[src/rtl/serial_bit_feeder.sv]
`default_nettype none
// ============================================================================
// Module   : serial_bit_feeder
// Brief    : Serializes DATA_W-bit words into a bit stream. Each bit is held
//            for DIV clocks, and GAP_BITS idle periods follow each word.
//            Optional macro SERIAL_FEEDER_PARITY_EN appends an even-parity bit.
// Revision : 1.0 - initial release
// ============================================================================
module serial_bit_feeder #(
    parameter int DATA_W    = 8,
    parameter int DIV       = 4,
    parameter int GAP_BITS  = 1,
    parameter int MSB_FIRST = 1
) (
    input  logic              clk_i,
    input  logic              rst_i,
    input  logic [DATA_W-1:0] data_i,
    input  logic              valid_i,
    output logic              ready_o,
    output logic              x_o,
    output logic              bit_stb_o,
    output logic              busy_o,
    output logic              word_done_o
);

`ifdef SERIAL_FEEDER_PARITY_EN
    localparam int c_PAR_BITS = 1;
`else
    localparam int c_PAR_BITS = 0;
`endif
    localparam int c_NBITS    = DATA_W + c_PAR_BITS;
    localparam int c_PW       = (DIV > 1) ? $clog2(DIV) : 1;
    localparam int c_BW       = $clog2(DATA_W + 1);
    localparam int c_GAP_LEN  = GAP_BITS * DIV;
    localparam int c_GW       = (c_GAP_LEN > 1) ? $clog2(c_GAP_LEN) : 1;
    localparam int c_GAP_LAST = (c_GAP_LEN > 0) ? c_GAP_LEN - 1 : 0;

    typedef enum logic [1:0] {
        ST_IDLE  = 2'd0,
        ST_SHIFT = 2'd1,
        ST_GAP   = 2'd2
    } state_t;

    state_t            r_state;
    logic [DATA_W-1:0] r_shift;
    logic [c_PW-1:0]   r_presc;
    logic [c_BW-1:0]   r_bitcnt;
    logic [c_GW-1:0]   r_gapcnt;
    logic              r_x;
    logic              r_stb;
    logic              r_busy;
    logic              r_done;

    logic              w_first_bit;
    logic              w_next_bit;
    logic              w_adv_bit;
    logic [DATA_W-1:0] w_load_shift;
    logic [DATA_W-1:0] w_adv_shift;

    // The shift register holds only the bits not yet presented on x_o.
    assign w_first_bit  = (MSB_FIRST != 0) ? data_i[DATA_W-1]  : data_i[0];
    assign w_load_shift = (MSB_FIRST != 0) ? (data_i << 1)     : (data_i >> 1);
    assign w_next_bit   = (MSB_FIRST != 0) ? r_shift[DATA_W-1] : r_shift[0];
    assign w_adv_shift  = (MSB_FIRST != 0) ? (r_shift << 1)    : (r_shift >> 1);

`ifdef SERIAL_FEEDER_PARITY_EN
    logic r_par;
    assign w_adv_bit = (r_bitcnt == c_BW'(DATA_W - 1)) ? r_par : w_next_bit;
`else
    assign w_adv_bit = w_next_bit;
`endif

    always_ff @(posedge clk_i) begin
        if (rst_i) begin
            r_state  <= ST_IDLE;
            r_shift  <= '0;
            r_presc  <= '0;
            r_bitcnt <= '0;
            r_gapcnt <= '0;
            r_x      <= 1'b0;
            r_stb    <= 1'b0;
            r_busy   <= 1'b0;
            r_done   <= 1'b0;
`ifdef SERIAL_FEEDER_PARITY_EN
            r_par    <= 1'b0;
`endif
        end else begin
            r_stb  <= 1'b0;
            r_done <= 1'b0;
            case (r_state)
                ST_IDLE: begin
                    if (valid_i) begin
                        r_state  <= ST_SHIFT;
                        r_shift  <= w_load_shift;
                        r_presc  <= '0;
                        r_bitcnt <= '0;
                        r_x      <= w_first_bit;
                        r_stb    <= 1'b1;
                        r_busy   <= 1'b1;
`ifdef SERIAL_FEEDER_PARITY_EN
                        r_par    <= ^data_i;
`endif
                    end
                end
                ST_SHIFT: begin
                    if (r_presc == c_PW'(DIV - 1)) begin
                        r_presc <= '0;
                        if (r_bitcnt == c_BW'(c_NBITS - 1)) begin
                            r_x      <= 1'b0;
                            r_done   <= 1'b1;
                            r_gapcnt <= '0;
                            // The word_done cycle already counts as the first gap cycle.
                            if (c_GAP_LEN > 0) begin
                                r_state <= ST_GAP;
                                r_busy  <= 1'b1;
                            end else begin
                                r_state <= ST_IDLE;
                                r_busy  <= 1'b0;
                            end
                        end else begin
                            r_bitcnt <= r_bitcnt + 1'b1;
                            r_shift  <= w_adv_shift;
                            r_x      <= w_adv_bit;
                            r_stb    <= 1'b1;
                        end
                    end else begin
                        r_presc <= r_presc + 1'b1;
                    end
                end
                ST_GAP: begin
                    if (r_gapcnt == c_GW'(c_GAP_LAST)) begin
                        r_state  <= ST_IDLE;
                        r_busy   <= 1'b0;
                        r_gapcnt <= '0;
                    end else begin
                        r_gapcnt <= r_gapcnt + 1'b1;
                    end
                end
                default: r_state <= ST_IDLE;
            endcase
        end
    end

    assign ready_o     = (r_state == ST_IDLE);
    assign x_o         = r_x;
    assign bit_stb_o   = r_stb;
    assign busy_o      = r_busy;
    assign word_done_o = r_done;

endmodule
`default_nettype wire
[config.mk]
export PLATFORM = sky130hd
export DESIGN_NAME = serial_bit_feeder
export DESIGN_NICKNAME = d
export VERILOG_FILES = /design/src/rtl/serial_bit_feeder.sv
export SDC_FILE = /design/constraint.sdc
export NUM_CORES = 1
export LEC_CHECK = 0
export CAP_MARGIN = 20
export CORE_ASPECT_RATIO = 1.75
export CORE_MARGIN = 2
export CORE_UTILIZATION = 45
export CTS_CLUSTER_SIZE = 16
export DETAILED_ROUTE_END_ITERATION = 12
export GPL_TIMING_DRIVEN = 0
export PLACE_DENSITY = 0.74
export SYNTH_ARGS = -nofsm -noshare
export SYNTH_HDL_FRONTEND = slang
export SYNTH_SLANG_ARGS = --single-unit
[constraint.sdc]
create_clock -name clk_i -period 2.7 [get_ports clk_i]
set_clock_uncertainty 0.05 [all_clocks]
set_input_delay 0.54 -clock clk_i [delete_from_list [all_inputs] [get_ports clk_i]]
set_output_delay 0.54 -clock clk_i [all_outputs]
set_load 0.03 [all_outputs]
==> impl_metrics.toml <==
[clock_network]
cts.path.max_buffers = 2
htreeDepth = 1
cts_root_buf = "clkbuf_8"
hold_buffers = 0
ctsResizeCount = 0
clkSinkCount = 21
clock_latency_ns = 0.26
cts_setup_buffers = 0
path_clk_slew_ns = 0.08
cts_tree = "built"
cts_buffers = 3

[floorplanning]
die-area_mm2 = 0.002871
rows = 23
die_w_um = 41.37
initial_core_util = 0.4777
core_area_mm2 = 0.002302
io_pins = 16
dieHeight_um = 69.40

[sta]
fin_crit_sh = 0.8756
finalSetupViolCount = 0
fmax_mhz = 423.0
finalWorstSetupSlack_ns = 0.3359
tightest_slew_ns = 0.5165
tns_ns = 0
rsz0062_at_grt = "no"
relSlewSlack = 0.6542
hold_viol_final = 0
layout_min_cycle_time_ns = 2.364
final_max_slew_viol_count = 0

[route]
antenna_left = 0
first_pass_iters = 4
post-route-drc-count = 0
wire_per_inst_um = 16.52
first_iter_violations = 24
vias = 997
viasPerCell = 6.231
wl_mm = 2.643

[place]
hpwl_mm = 1.910
place_ws_ns = 0.5770
port_buffers = 15
place_congestion = 0.7844

[final_layout]
drive_gt1_frac = 0.1037
antenna_cells = 0
final_nets = 151
fin_util = 0.5761
syn_to_final_growth_pct = 20.59

[synthesis]
yosysTopAreaCell = "dfxtp_1"
yosysWarnings = 0
syn-mean-instance-area_um2 = 9.481
synth_cells = 116
synth-edff-count = 0
yosysSeqAreaShare = 0.3823
ys_seq_elements = 21
synth_area_mm2 = 0.001100
async_flop_share = 0
ys_top_cells_by_area = "dfxtp_1, a211oi_1, mux2i_1"
synthDominantCellAreaShare = 0.3823
synth_common_cells = "dfxtp_1, a211oi_1, a21oi_1"
yosysMostFrequentCell = "dfxtp_1"
ys.flop_type = "dfxtp_1"
synth_nets = 131
synth.distinct_cells = 39

[global_routing]
grt_max_degree = 12
antenna_found_initial = 0
grt_pass1_vias = 1012
gr-total-overflow = 0
grt_pass1_wl_mm = 4.498
gr-usage-all-layers = 0.2141

[status]
status = "completed"

[worst_hold_path]
hp-class = "reg2reg"

[setup_path]
end_kind = "output port"
max_stage_delay_ns = 0.59
worstSetupPathType = "reg2out"
path_cells = "buf_2 > buf_2 > nor2_1 > clkdlybuf4s50_1"
crit_fanout = 10
critPathArrivalTime_ns = 1.77
start_kind = "flip-flop"
critPathRequiredTime_ns = 2.11
cp_common_cell = "buf_2"
cpMaxStageDelayCell = "clkdlybuf4s50_1"

[power_and_ir_drop]
total_power_uw = 638.9
ir_drop_v = 0.0004642
cellLeakagePower_uw = 0.0005159
power_density_mw_per_mm2 = 481.8

[run]
cap_violations = 0
state kept, by name, summed over array words and instances, names as in the netlist:
name         count
r_gapcnt         2
word_done_o      1
r_bitcnt         4
busy_o           1
r_shift          7
x_o              1
bit_stb_o        1
r_presc          2
r_state          2
critical path: cells and delay by family (launching register included):
family	cells	cell delay [ns]
buf+inv	3	1.08
flops	1	0.37
simple gates	1	0.06
placed cells by master (no fill, tap or decap), types with 2 or more instances in the layout:
master | netlist | final
a211oi_1 | 13 | 13
a21oi_1 | 9 | 9
and3b_1 | 2 | 2
buf_2 | 6 | 6
clkbuf_1 | 2 | 3
clkbuf_8 | 0 | 3
clkdlybuf4s50_1 | 0 | 15
dfxtp_1 | 21 | 21
ha_1 | 4 | 4
inv_1 | 4 | 4
mux2i_1 | 6 | 6
nand2b_1 | 4 | 4
nand3_1 | 3 | 3
nand3b_1 | 3 | 3
nor2_1 | 3 | 3
o211ai_1 | 5 | 5
o21ai_0 | 3 | 3
o21ai_1 | 2 | 2
or3_1 | 3 | 3
or4_1 | 2 | 2
cells by family (layout without fill, tap and decap cells):
| group | after synthesis | in the layout | synth area share |
|---|---|---|---|
| compound gates | 39 | 39 | 0.2401 |
| simple gates | 32 | 32 | 0.2093 |
| flops | 21 | 21 | 0.3822 |
| buf+inv | 13 | 32 | 0.05802 |
| mux | 7 | 7 | 0.06485 |
| fa+ha+maj | 4 | 4 | 0.04551 |
worst paths after layout:
path	start	end	slack, ns	depth (start not counted)
setup / recovery	r_state[0]	ready_o	0.34	4
hold / removal	busy_o	busy_o	0.44	2
setup reg to reg	r_bitcnt[0]	r_shift[3]	1.04	5
hold reg to reg	busy_o	busy_o	0.44	2
routing by layer:
layer | global-route usage | part of all wire | vias to the layer above
met2 | 0.3472 | 0.53 | 21
li1 | - | - | 483
met4 | 0.08244 | 0.022 | 0
met5 | 0 | 0 | -
met1 | 0.2698 | 0.42 | 486
met3 | 0.02564 | 0.030 | 7
through the flow:
step,hold WS [ns],instances,instance area [um2]
after floorplan,0.4138,116,1100
after global placement,0.4167,156,1281
after detailed placement,0.4263,156,1281
after CTS,0.4377,160,1326
after global routing,0.4557,160,1326
final,0.4353,160,1326
power by group:
group	internal, uW	total, uW	switching (uW)	leakage [uW]
combinational	47.6	97.7	50.1	0.000321
clock	105	210	104	0.0000228
sequential	324	332	7.74	0.000172
total	477	639	162	0.000516
area by class of cell:
type,instances,area (um2)
Buffer,9,48.80
Clock buffer,4,45.04
Fill cell,228,975.9
Inverter,4,15.01
Multi-Input combinational cell,82,615.6
Sequential cell,21,420.4
Tap cell,25,31.28
Timing Repair Buffer,15,150.1
Power figures use the tool's default switching activity.
